===== config.mk =====
export PLATFORM = sky130hd
export DESIGN_NAME = tile_spawner
export DESIGN_NICKNAME = d
export VERILOG_FILES = /design/src/rtl/tile_spawner.sv
export SDC_FILE = /design/constraint.sdc
export NUM_CORES = 1
export LEC_CHECK = 0
export ABC_AREA = 1
export BUFFER_PORTS_ARGS = -buffer_cell sky130_fd_sc_hd__buf_2
export CAP_MARGIN = 20
export CORE_ASPECT_RATIO = 0.7
export CORE_MARGIN = 5
export CORE_UTILIZATION = 45
export CTS_BUF_LIST = sky130_fd_sc_hd__clkbuf_4 sky130_fd_sc_hd__clkbuf_8 sky130_fd_sc_hd__clkbuf_16
export CTS_CLUSTER_SIZE = 24
export DETAILED_ROUTE_END_ITERATION = 10
export PLACE_DENSITY = 0.66
export SLEW_MARGIN = 20
export SYNTH_ARGS = -nofsm -noshare
export SYNTH_HDL_FRONTEND = slang
export SYNTH_SLANG_ARGS = --single-unit

===== constraint.sdc =====
create_clock -name clk -period 72.4 [get_ports clk]
set_clock_uncertainty 0.05 [all_clocks]
set_input_delay 3.62 -clock clk [delete_from_list [all_inputs] [get_ports clk]]
set_output_delay 3.62 -clock clk [all_outputs]
set_load 0.1 [all_outputs]

===== src/rtl/tile_spawner.sv =====
// tile_spawner: latches a 2048 board, counts empty cells, places a new tile in an
// LFSR-chosen empty cell. Optional 4-tile spawning is enabled with `define SPAWN_FOUR_EN.
//
// state | meaning
// IDLE  | wait for start, latch board_in
// COUNT | scan cells row-major, count empty cells
// PICK  | target = lfsr mod empty_cnt
// PLACE | rescan cells, write tile into the target-th empty cell
// DONE  | publish board_out / spawn coords / full, pulse done
module tile_spawner #(
    parameter int          N    = 4,
    parameter int          W    = 12,
    parameter logic [15:0] SEED = 16'hACE1
) (
    input  logic                            clk,
    input  logic                            rst_n,
    input  logic                            start,
    input  logic [0:N-1][0:N-1][W-1:0]      board_in,
    output logic [0:N-1][0:N-1][W-1:0]      board_out,
    output logic                            busy,
    output logic                            done,
    output logic                            full,
    output logic [$clog2(N)-1:0]            spawn_row,
    output logic [$clog2(N)-1:0]            spawn_col
);

    localparam int              RW       = $clog2(N);
    localparam int              CW       = $clog2(N * N + 1);
    localparam logic [15:0]     SEED_EFF = (SEED == 16'h0000) ? 16'hACE1 : SEED;
    localparam logic [RW-1:0]   LAST_IDX = RW'(N - 1);

    typedef enum logic [2:0] {
        IDLE,
        COUNT,
        PICK,
        PLACE,
        DONE
    } state_t;

    state_t                      state;
    logic [0:N-1][0:N-1][W-1:0]  board_reg;
    logic [RW-1:0]               row, col, next_row, next_col;
    logic [RW-1:0]               hit_row, hit_col;
    logic [CW-1:0]               empty_cnt, match_cnt, target, cnt_next;
    logic                        full_pend;
    logic [15:0]                 lfsr;
    logic                        lfsr_fb;
    logic [W-1:0]                cur_cell, tile_val;
    logic                        cell_empty, last_cell;

    // Fibonacci LFSR, taps 16,14,13,11; free-running in every state
    assign lfsr_fb = lfsr[0] ^ lfsr[2] ^ lfsr[3] ^ lfsr[5];

    always_ff @(posedge clk or negedge rst_n) begin
        if (!rst_n) begin
            lfsr <= SEED_EFF;
        end else begin
            lfsr <= {lfsr_fb, lfsr[15:1]};
        end
    end

    assign cur_cell   = board_reg[row][col];
    assign cell_empty = (cur_cell == '0);
    assign last_cell  = (row == LAST_IDX) && (col == LAST_IDX);
    assign cnt_next   = empty_cnt + {{(CW-1){1'b0}}, cell_empty};

    always_comb begin
        next_row = row;
        next_col = col;
        if (last_cell) begin
            next_row = '0;
            next_col = '0;
        end else if (col == LAST_IDX) begin
            next_row = row + 1'b1;
            next_col = '0;
        end else begin
            next_col = col + 1'b1;
        end
    end

`ifdef SPAWN_FOUR_EN
    logic tile_four;
    assign tile_val = tile_four ? W'(4) : W'(2);
`else
    assign tile_val = W'(2);
`endif

    always_ff @(posedge clk or negedge rst_n) begin
        if (!rst_n) begin
            state     <= IDLE;
            board_reg <= '0;
            board_out <= '0;
            busy      <= 1'b0;
            done      <= 1'b0;
            full      <= 1'b0;
            full_pend <= 1'b0;
            spawn_row <= '0;
            spawn_col <= '0;
            hit_row   <= '0;
            hit_col   <= '0;
            row       <= '0;
            col       <= '0;
            empty_cnt <= '0;
            match_cnt <= '0;
            target    <= '0;
`ifdef SPAWN_FOUR_EN
            tile_four <= 1'b0;
`endif
        end else begin
            done <= 1'b0;
            case (state)
                IDLE: begin
                    if (start) begin
                        board_reg <= board_in;
                        empty_cnt <= '0;
                        full      <= 1'b0;
                        full_pend <= 1'b0;
                        row       <= '0;
                        col       <= '0;
                        busy      <= 1'b1;
                        state     <= COUNT;
                    end
                end
                COUNT: begin
                    empty_cnt <= cnt_next;
                    row       <= next_row;
                    col       <= next_col;
                    if (last_cell) begin
                        if (cnt_next == '0) begin
                            full_pend <= 1'b1;
                            state     <= DONE;
                        end else begin
                            state <= PICK;
                        end
                    end
                end
                PICK: begin
                    target    <= CW'(lfsr % {{(16-CW){1'b0}}, empty_cnt});
                    match_cnt <= '0;
                    row       <= '0;
                    col       <= '0;
`ifdef SPAWN_FOUR_EN
                    tile_four <= (lfsr[3:0] == 4'h0);
`endif
                    state     <= PLACE;
                end
                PLACE: begin
                    // full scan with no early exit keeps latency data-independent
                    if (cell_empty) begin
                        if (match_cnt == target) begin
                            board_reg[row][col] <= tile_val;
                            hit_row             <= row;
                            hit_col             <= col;
                        end
                        match_cnt <= match_cnt + 1'b1;
                    end
                    row <= next_row;
                    col <= next_col;
                    if (last_cell) begin
                        state <= DONE;
                    end
                end
                DONE: begin
                    board_out <= board_reg;
                    done      <= 1'b1;
                    full      <= full_pend;
                    if (!full_pend) begin
                        spawn_row <= hit_row;
                        spawn_col <= hit_col;
                    end
                    busy  <= 1'b0;
                    state <= IDLE;
                end
                default: begin
                    busy  <= 1'b0;
                    state <= IDLE;
                end
            endcase
        end
    end

endmodule


==> out/qor.yml <==
synthesis:
  yosys.area_share.simple: 0.181
  synth_top_area_cell: "dfrtp_1"
  synth_adder_area_share: 0.0436
  synth-main-ff-cell: "dfrtp_1"
  ys_ff_latch: 434
  synth_area_per_cell_um2: 8.15
  yosysSeqAreaShare: 0.453
  synth_xor_area_frac: 0.0226
  synth.area.mux_share: 0.00188
  synth_top_family_by_area: "compound AO/OA/AOI/OAI gates"
  synth_common_cells: "587 x o21ai_0, 523 x nand2_1, 426 x dfrtp_1"
  synthArstFlopShare: 1.00
  synth_edf_count: 0
  synth_compound_gate_area_share: 0.213
  yosysWarnings: 0
  syn_inst: 2943
  yosys.cell_types.count: 61
  synth_area_leaders: "dfrtp_1 44%, o21ai_0 12%, nand2_1 8.2%, inv_1 5.4%, o211ai_1 5.3%"
  yosysMostFrequentCell: "o21ai_0"
  synth_top_cell_area_share: 0.444
  syn_area_um2: 24000
  synth_nets: 3221
cts:
  post_cts_buffers: 0
  clk_pin_slew_ps: 70
  clock-sinks: 434
  cts_tree: "built"
  hold_buffers: 0
  cts_buffers: 45
  cts-root-buf: "clkbuf_16"
  clockBufferDepth: 3
  postCtsResizedCells: 0
  clock_latency_ps: 590
  htree_levels: 2
timing:
  max_slew_margin: 0.294
  rsz0062_at_grt: "false"
  setup_viol: 0
  period_needed_ps: 26900
  clock.fmax_mhz: 37.2
  worstMarginPinSlew_ps: 1060
  finalCritPeriodShare: 0.371
  maxSlewViolCount: 0
  final_hold_viol_count: 0
  tns_ps: 0
route:
  drc: 0
  wire_per_inst_um: 18.8
  antenna_left: 0
  drtIter0Drc: 2019
  wl_um: 74400
  firstDrtPassIters: 6
  viasPerCell: 5.51
  vias: 21800
worst_hold_path:
  worstHoldPathCells: 0
  hold_path.class: "reg2reg"
critical_path:
  rr_worst_depth: 173
  critPathMaxStageDelay_ps: 490
  crit_type: "reg2reg"
  start_kind: "flip-flop"
  slowest_stage: "inv_1"
  critPathRequiredTime_ps: 72830
  endpoint_kind: "flip-flop"
  cp_common_cell: "nand2_1"
  path_max_fanout: 17
  worstPathArrival_ps: 27320
floorplan:
  ios: 394
  die_y_um: 203
  rows: 70
  start_util: 0.457
  die_w_um: 286
  dieArea_um2: 58100
  core-area_um2: 52500
global_routing:
  grt_pass1_vias: 20500
  met2_usage: 0.378
  grt_use_met1: 0.352
  grt_pass1_wl_um: 116000
  busiest_layer: "met2"
  track_usage: 0.247
  antenna_found_initial: 15
  grt_overflow: 0
  grt.met3_usage: 0.0583
  grt_max_degree: 167
cells_and_area:
  nets: 3515
  area_delta_synth_final_pct: 16.3
  layout-drive-gt1-share: 0.189
  fillers: 4802
  regArea_um2: 10900
  multi_input_area_um2: 11100
place:
  io_buffers: 393
  finalWeightedCongestion: 0.888
  place_hpwl_um: 53900
flow_run:
  maxCapViolCount: 0
status:
  outcome: "finished, final reports clean"
cell type report:
class,instances,area share
multi-input cells,1972,0.397
flip-flops and latches,434,0.390
repair buffers,410,0.0767
inverters,374,0.0509
clock buffers,56,0.0448
well taps,684,0.0307
clock inverters,21,0.0100
diodes,4,0.000359
layout by cell type, fill, tap and decap left out, drive strengths merged, types with 13 or more instances in the layout:
master / instances
nand3: 139
o21ai: 615
a21oi: 37
inv: 371
nor2: 127
clkinv: 16
xor2: 37
dfrtp: 426
nor3: 27
clkbuf: 56
nand4: 54
nor4: 13
xnor2: 25
o211ai: 169
nand2: 553
a31oi: 19
buf: 410
ha: 82
metal layers:
| metal | part of all wire | wire length [um] |
|---|---|---|
| met1 | 0.45 | 33500 |
| met2 | 0.44 | 33100 |
| met3 | 0.077 | 5730 |
| met4 | 0.026 | 1920 |
| met5 | 0.0018 | 137 |
metrics by stage:
step / util / hold slack, ps / worst slack [ps] / cell area (um^2) / cells
3_3_place_gp: 0.502 / 319 / 47030 / 26300 / 3873
6_report: 0.532 / 327 / 45500 / 27900 / 3955
3_5_place_dp: 0.502 / 321 / 45810 / 26300 / 3873
5_1_grt: 0.532 / 335 / 42590 / 27900 / 3955
4_1_cts: 0.531 / 330 / 45730 / 27900 / 3950
2_1_floorplan: - / 310 / 49540 / 24000 / 2943
kinds of logic (layout without fill, tap and decap cells):
kind of cell,Yosys count,after routing
AND/OR/NAND/NOR,931,931
AO/OA/AOI/OAI,892,892
buffers and inverters,537,861
flip-flops,434,434
adder cells (fa/ha/maj),83,83
XOR/XNOR,62,62
multiplexers,4,4
other,0,4
critical path, delay by kind of cell (launching register included):
| family | cells | cell delay (ps) |
|---|---|---|
| flops | 1 | 410 |
| simple gates | 87 | 11300 |
| buf+inv | 24 | 2770 |
| compound gates | 46 | 7250 |
| fa+ha+maj | 16 | 5030 |
worst paths after layout:
kind | startpoint | endpoint | slack (ps)
worst min register to register | lfsr[7] | lfsr[6] | 330
min in group asynchronous | rst_n | board_reg[18] | 2900
max in group asynchronous | rst_n | board_out[98] | 66090
worst max register to register | empty_cnt[0] | target[4] | 45500
worst max-delay path | empty_cnt[0] | target[4] | 45500
worst min-delay path | lfsr[7] | lfsr[6] | 330
Power is not shown: default switching activity piles up to over one toggle a cycle in this logic, so the estimate is an artifact.
